==> src/rtl/alu_issue_ctrl.sv <==
// Issue controller for the 4-stage 16-bit ALU: round-robin arbitration of two requesters,
// RAW hazard hold-off via a shifting rd scoreboard, illegal-func drop and a saturating stall counter.
module alu_issue_ctrl #(
   parameter int HAZ_DEPTH = 4,
   parameter int STALL_W   = 16
) (
   input  logic                clk1,
   input  logic                rst_n,
   input  logic [1:0]          req_valid,
   input  logic [1:0][23:0]    req_op,
   output logic [1:0]          req_ready,
   output logic                iss_valid,
   output logic [3:0]          iss_rs1,
   output logic [3:0]          iss_rs2,
   output logic [3:0]          iss_rd,
   output logic [3:0]          iss_func,
   output logic [7:0]          iss_addr,
   output logic                iss_id,
   output logic                err,
   output logic                err_id,
   output logic [STALL_W-1:0]  stall_cnt
);

   localparam logic [3:0]         FUNC_MAX  = 4'd11;
   localparam logic [STALL_W-1:0] STALL_ONE = {{(STALL_W-1){1'b0}}, 1'b1};

   logic [HAZ_DEPTH-1:0] sb_v;
   logic [3:0]           sb_rd [HAZ_DEPTH];
   logic                 ptr;

   logic [1:0]  illegal;
   logic [1:0]  hazard;
   logic [1:0]  elig;
   logic        grant;
   logic        win;
   logic        acc_legal;
   logic        acc_illegal;
   logic [23:0] win_op;

   // Slots are compared with their pre-edge contents, so the retiring slot still blocks.
   always_comb begin
      illegal = '0;
      hazard  = '0;
      elig    = '0;
      for (int i = 0; i < 2; i++) begin
         illegal[i] = req_op[i][23:20] > FUNC_MAX;
         for (int k = 0; k < HAZ_DEPTH; k++) begin
            if (sb_v[k] && ((sb_rd[k] == req_op[i][19:16]) || (sb_rd[k] == req_op[i][15:12])))
               hazard[i] = 1'b1;
         end
         elig[i] = req_valid[i] & (illegal[i] | ~hazard[i]);
      end
   end

   always_comb begin
      grant     = 1'b0;
      win       = ptr;
      req_ready = '0;
      if (elig[ptr]) begin
         grant = 1'b1;
         win   = ptr;
      end else if (elig[~ptr]) begin
         grant = 1'b1;
         win   = ~ptr;
      end
      if (!rst_n)
         grant = 1'b0;
      if (grant)
         req_ready[win] = 1'b1;
      win_op      = req_op[win];
      acc_legal   = grant & ~illegal[win];
      acc_illegal = grant & illegal[win];
   end

   always_ff @(posedge clk1) begin
      if (!rst_n) begin
         sb_v      <= '0;
         for (int k = 0; k < HAZ_DEPTH; k++)
            sb_rd[k] <= '0;
         ptr       <= 1'b0;
         iss_valid <= 1'b0;
         iss_rs1   <= '0;
         iss_rs2   <= '0;
         iss_rd    <= '0;
         iss_func  <= '0;
         iss_addr  <= '0;
         iss_id    <= 1'b0;
         err       <= 1'b0;
         err_id    <= 1'b0;
         stall_cnt <= '0;
      end else begin
         sb_v     <= {sb_v[HAZ_DEPTH-2:0], acc_legal};
         sb_rd[0] <= win_op[11:8];
         for (int k = 1; k < HAZ_DEPTH; k++)
            sb_rd[k] <= sb_rd[k-1];

         if (grant)
            ptr <= ~win;

         iss_valid <= acc_legal;
         if (acc_legal) begin
            iss_func <= win_op[23:20];
            iss_rs1  <= win_op[19:16];
            iss_rs2  <= win_op[15:12];
            iss_rd   <= win_op[11:8];
            iss_addr <= win_op[7:0];
            iss_id   <= win;
         end

         err <= acc_illegal;
         if (acc_illegal)
            err_id <= win;

         if ((|req_valid) && !grant && (stall_cnt != '1))
            stall_cnt <= stall_cnt + STALL_ONE;
      end
   end

endmodule

==> config.mk <==
export PLATFORM = sky130hd
export DESIGN_NAME = alu_issue_ctrl
export DESIGN_NICKNAME = d
export VERILOG_FILES = /design/src/rtl/alu_issue_ctrl.sv
export SDC_FILE = /design/constraint.sdc
export NUM_CORES = 1
export LEC_CHECK = 0
export CORE_MARGIN = 2
export CORE_UTILIZATION = 37
export DETAILED_ROUTE_END_ITERATION = 8
export PLACE_DENSITY = 0.65
export SYNTH_ARGS = -nofsm -noshare
export SYNTH_HDL_FRONTEND = slang
export SYNTH_SLANG_ARGS = --single-unit
==> constraint.sdc <==
create_clock -name clk1 -period 6 [get_ports clk1]
set_input_delay 1.5 -clock clk1 [delete_from_list [all_inputs] [get_ports clk1]]
set_output_delay 1.5 -clock clk1 [all_outputs]
set_load 0.02 [all_outputs]
==> key figures <==
Status
  – Run status: finished, final reports clean

Floorplanning
  – Core Area: 9820 um^2
  – Die Height: ~100 um
  – Chip Width: 105 um
  – FP Rows: 36
  – Initial Util: 38.2%
  – Total I/O pin count: 98
  – Full die area: 11000 um^2

Final layout
  – Nets@finish: approximately 530
  – Register Area: 1280 um^2
  – Layout fillers: a little under 1000
  – ANT cells: 0
  – Proportion of layout cells with a drive suffix above 1: 10.5%
  – P&R area growth vs syn: 27.2%
  – Area of the multi-input gates: roughly 2000 um^2

Power and ir drop
  – Static Leak: slightly below 2 nW
  – Pwr Total: 1.08 mW
  – PwrDens: around 230 nW/um^2
  – VDD IR max: approximately 0.11 mV

Place
  – PortBufs: between 90 and 100
  – Detail Placement HPWL: slightly above 7000 um
  – Dpl ws: approximately 240 ps
  – Final Wtd Congestion: ~0.84

GRT
  – Gr usage total: 18.3%
  – First-pass GRT wire length: between 15000 and 20000 um
  – Largest net degree at the start of global routing: 70
  – Via count of the first global-routing pass: around 3200
  – Initial antenna violation count: 0
  – Overflow after GRT: 0

Drt
  – DRT Wirelength: 9870 um
  – Vias: ~3100
  – Vias per inst: about 5.1
  – Detail Route Antenna Nets: 0
  – WL/cell: 16.2 um
  – Starting DRC count in detailed routing: between 100 and 150
  – Final routed DRC violation total: 0
  – Drt pass-1 iters: 4

Flow run
  – Max-Cap Viols: 0

Critical path
  – CP Data Required Time: ~4500 ps
  – Setup crit end kind: output port
  – CP most frequent cell: clkdlybuf4s50_1
  – Crit-path max cell delay: just over 600 ps
  – Crit-path cells: clkdlybuf4s50_1 > xor2_1 > nor4_1 > o21ai_1 > a41oi_2 > nor2b_2 > maj3_2 > nor2_1 > clkdlybuf4s50_1
  – Slowest cell on crit path: clkdlybuf4s50_1
  – Worst-path fanout max: 8
  – Worst Path Class, Setup: in -> out
  – Worst path arrival time: about 4300 ps
  – Critical Path Source Type: input port

CTS
  – TritonCTS Sinks: 64
  – Max clock buf depth: 2
  – Clk root buf: clkbuf_8
  – Setup Fix Bufs, Post-CTS: 0
  – Num CTS Buffers: 9
  – TritonCTS clock tree: done
  – H-tree depth: 3
  – Cts repair resizes: 0
  – Hold_buf cts: 0
  – Clock-pin transition on the worst setup and hold timing paths: ~60 ps
  – Later-pin clock latency in the skew report: between 300 and 400 ps

Synthesis
  – Synth Register Bits: 64
  – Post-Syn Nets: 466
  – Synth unique cells: 50
  – Synth area leaders: dfxtp_1 34%, xor2_1 15%, buf_6 4.2%, o221ai_1 4.2%, mux2i_1 4.0%
  – Post-Syn Area: around 3700 um^2
  – Seq/Total Area, Yosys: approximately a third
  – Top cell type's share of synthesized area: between 30 and 40%
  – Number of synthesis warnings: 0
  – Syn avg cell area: 9.08 um^2
  – Mapped Cells: slightly above 400
  – Yosys top cell by area: dfxtp_1

STA
  – Max Clk Rate: between 150 and 200 MHz
  – Fin Clk Skew: approximately 11 ps
  – Setup_tns: 0 ps
  – Max-slew violations: 0
  – Relative slew slack: about 54%
  – Final WS setup: 251 ps
  – Final cycle utilization of the critical path: 95.8%
  – Measured slew at the worst slew-check pin: 681 ps
  – Worst Hold Slack: about 440 ps
  – Final hold vios: 0
  – RSZ-0062 raised after global routing: no
  – Post-route minimum period: about 5700 ps
  – Setup violations, final: 0

Worst hold path
  – Hold Crit Class: reg -> reg
## layout by cell type (no fill, tap or decap), types with 2 or more instances in the layout
master and count:
o21ai_1 5, clkdlybuf4s50_1 96, o21ai_0 5, nand2b_1 8, nand2_1 21, nand3_1 12
o221ai_1 18, o211ai_2 4, nor2_1 13, clkbuf_8 13, and3_1 4, nor4_1 15
and2_1 14, inv_1 25, o211a_1 2, o31ai_1 3, a21oi_2 9, a41oi_2 2
and2_2 2, buf_4 3, nand4_1 18, mux2i_1 15, dfxtp_1 64, xor2_1 64
a21oi_1 16
## worst paths after layout
check | startpoint | endpoint | slack [ps] | cells after the start
min | iss_func[1] | iss_func[1] | 440 | 2
max | req_op[37] | req_ready[0] | 250 | 9
max reg2reg | sb_rd[0][14] | iss_func[0] | 3290 | 9
min reg2reg | iss_func[1] | iss_func[1] | 440 | 2
## synthesized netlist by cell type, drive strengths merged
cell,count
and4b,1
xor2,64
ha,1
a31o,1
dfxtp,64
o22a,1
nand3,13
inv,25
nor2b,1
a211oi,3
o2111ai,1
xnor2,1
nand4b,1
nand4,18
a311oi,1
a41o,1
o221ai,18
mux2i,15
nand2,21
a41oi,2
a21oi,25
maj3,1
a211o,1
mux2,2
nor3,1
or4,1
nand2b,8
and2,16
clkbuf,14
nor2,13
o211a,2
o22ai,1
buf,36
o211ai,5
o31ai,3
o21ai,11
nor4,16
and3,4
## power by group
group / total, mW / leakage, nW / switching (mW) / internal [mW]
Combinational: 0.252 / 1.31 / 0.133 / 0.120
Sequential: 0.479 / 0.524 / 0.0267 / 0.452
Clock: 0.347 / 0.0975 / 0.154 / 0.192
## flip-flops by register name, indices dropped and copies added (netlist names)
signal / cells
sb_rd: 16
stall_cnt: 16
iss_addr: 8
iss_func: 4
iss_rd: 4
iss_rs1: 4
iss_rs2: 4
sb_v: 4
err: 1
err_id: 1
iss_id: 1
ptr: 1
## stage by stage
step / util, % / instance area, um^2 / cells
global route: 48.5 / 4770 / 611
finish: 48.5 / 4770 / 611
detailed placement: 46.6 / 4580 / 596
floorplan: - / 3750 / 413
CTS: 48.5 / 4770 / 611
global placement: 46.6 / 4580 / 596
## kinds of logic after synthesis
logic type	Yosys count	share of synthesized area (%)
adder cells (fa/ha/maj)	2	0.634
AO/OA/AOI/OAI	76	17.1
AND/OR/NAND/NOR	114	16.9
XOR/XNOR	65	15.2
buffers and inverters	75	11.2
multiplexers	17	4.71
flip-flops	64	34.2
## worst max-delay path, delay by kind of cell
family	cells	cell delay [ps]
simple gates	3	590
xor+xnor	1	220
buf+inv	2	1170
fa+ha+maj	1	340
compound gates	2	430
## cell type report
cell class | count | share of cell area, %
clock buffers | 13 | 3.75
clock inverters | 2 | 0.262
inverters | 25 | 1.97
multi-input cells | 274 | 42.9
flip-flops and latches | 64 | 26.9
well taps | 133 | 3.49
repair buffers | 100 | 20.7
## layer usage
metal	global-route usage, %	wire length (um)
met5	0	0
met4	3.62	40
met2	30.4	4850
met1	23.5	4370
met3	5.86	606
(Power assumes the default switching activity.)
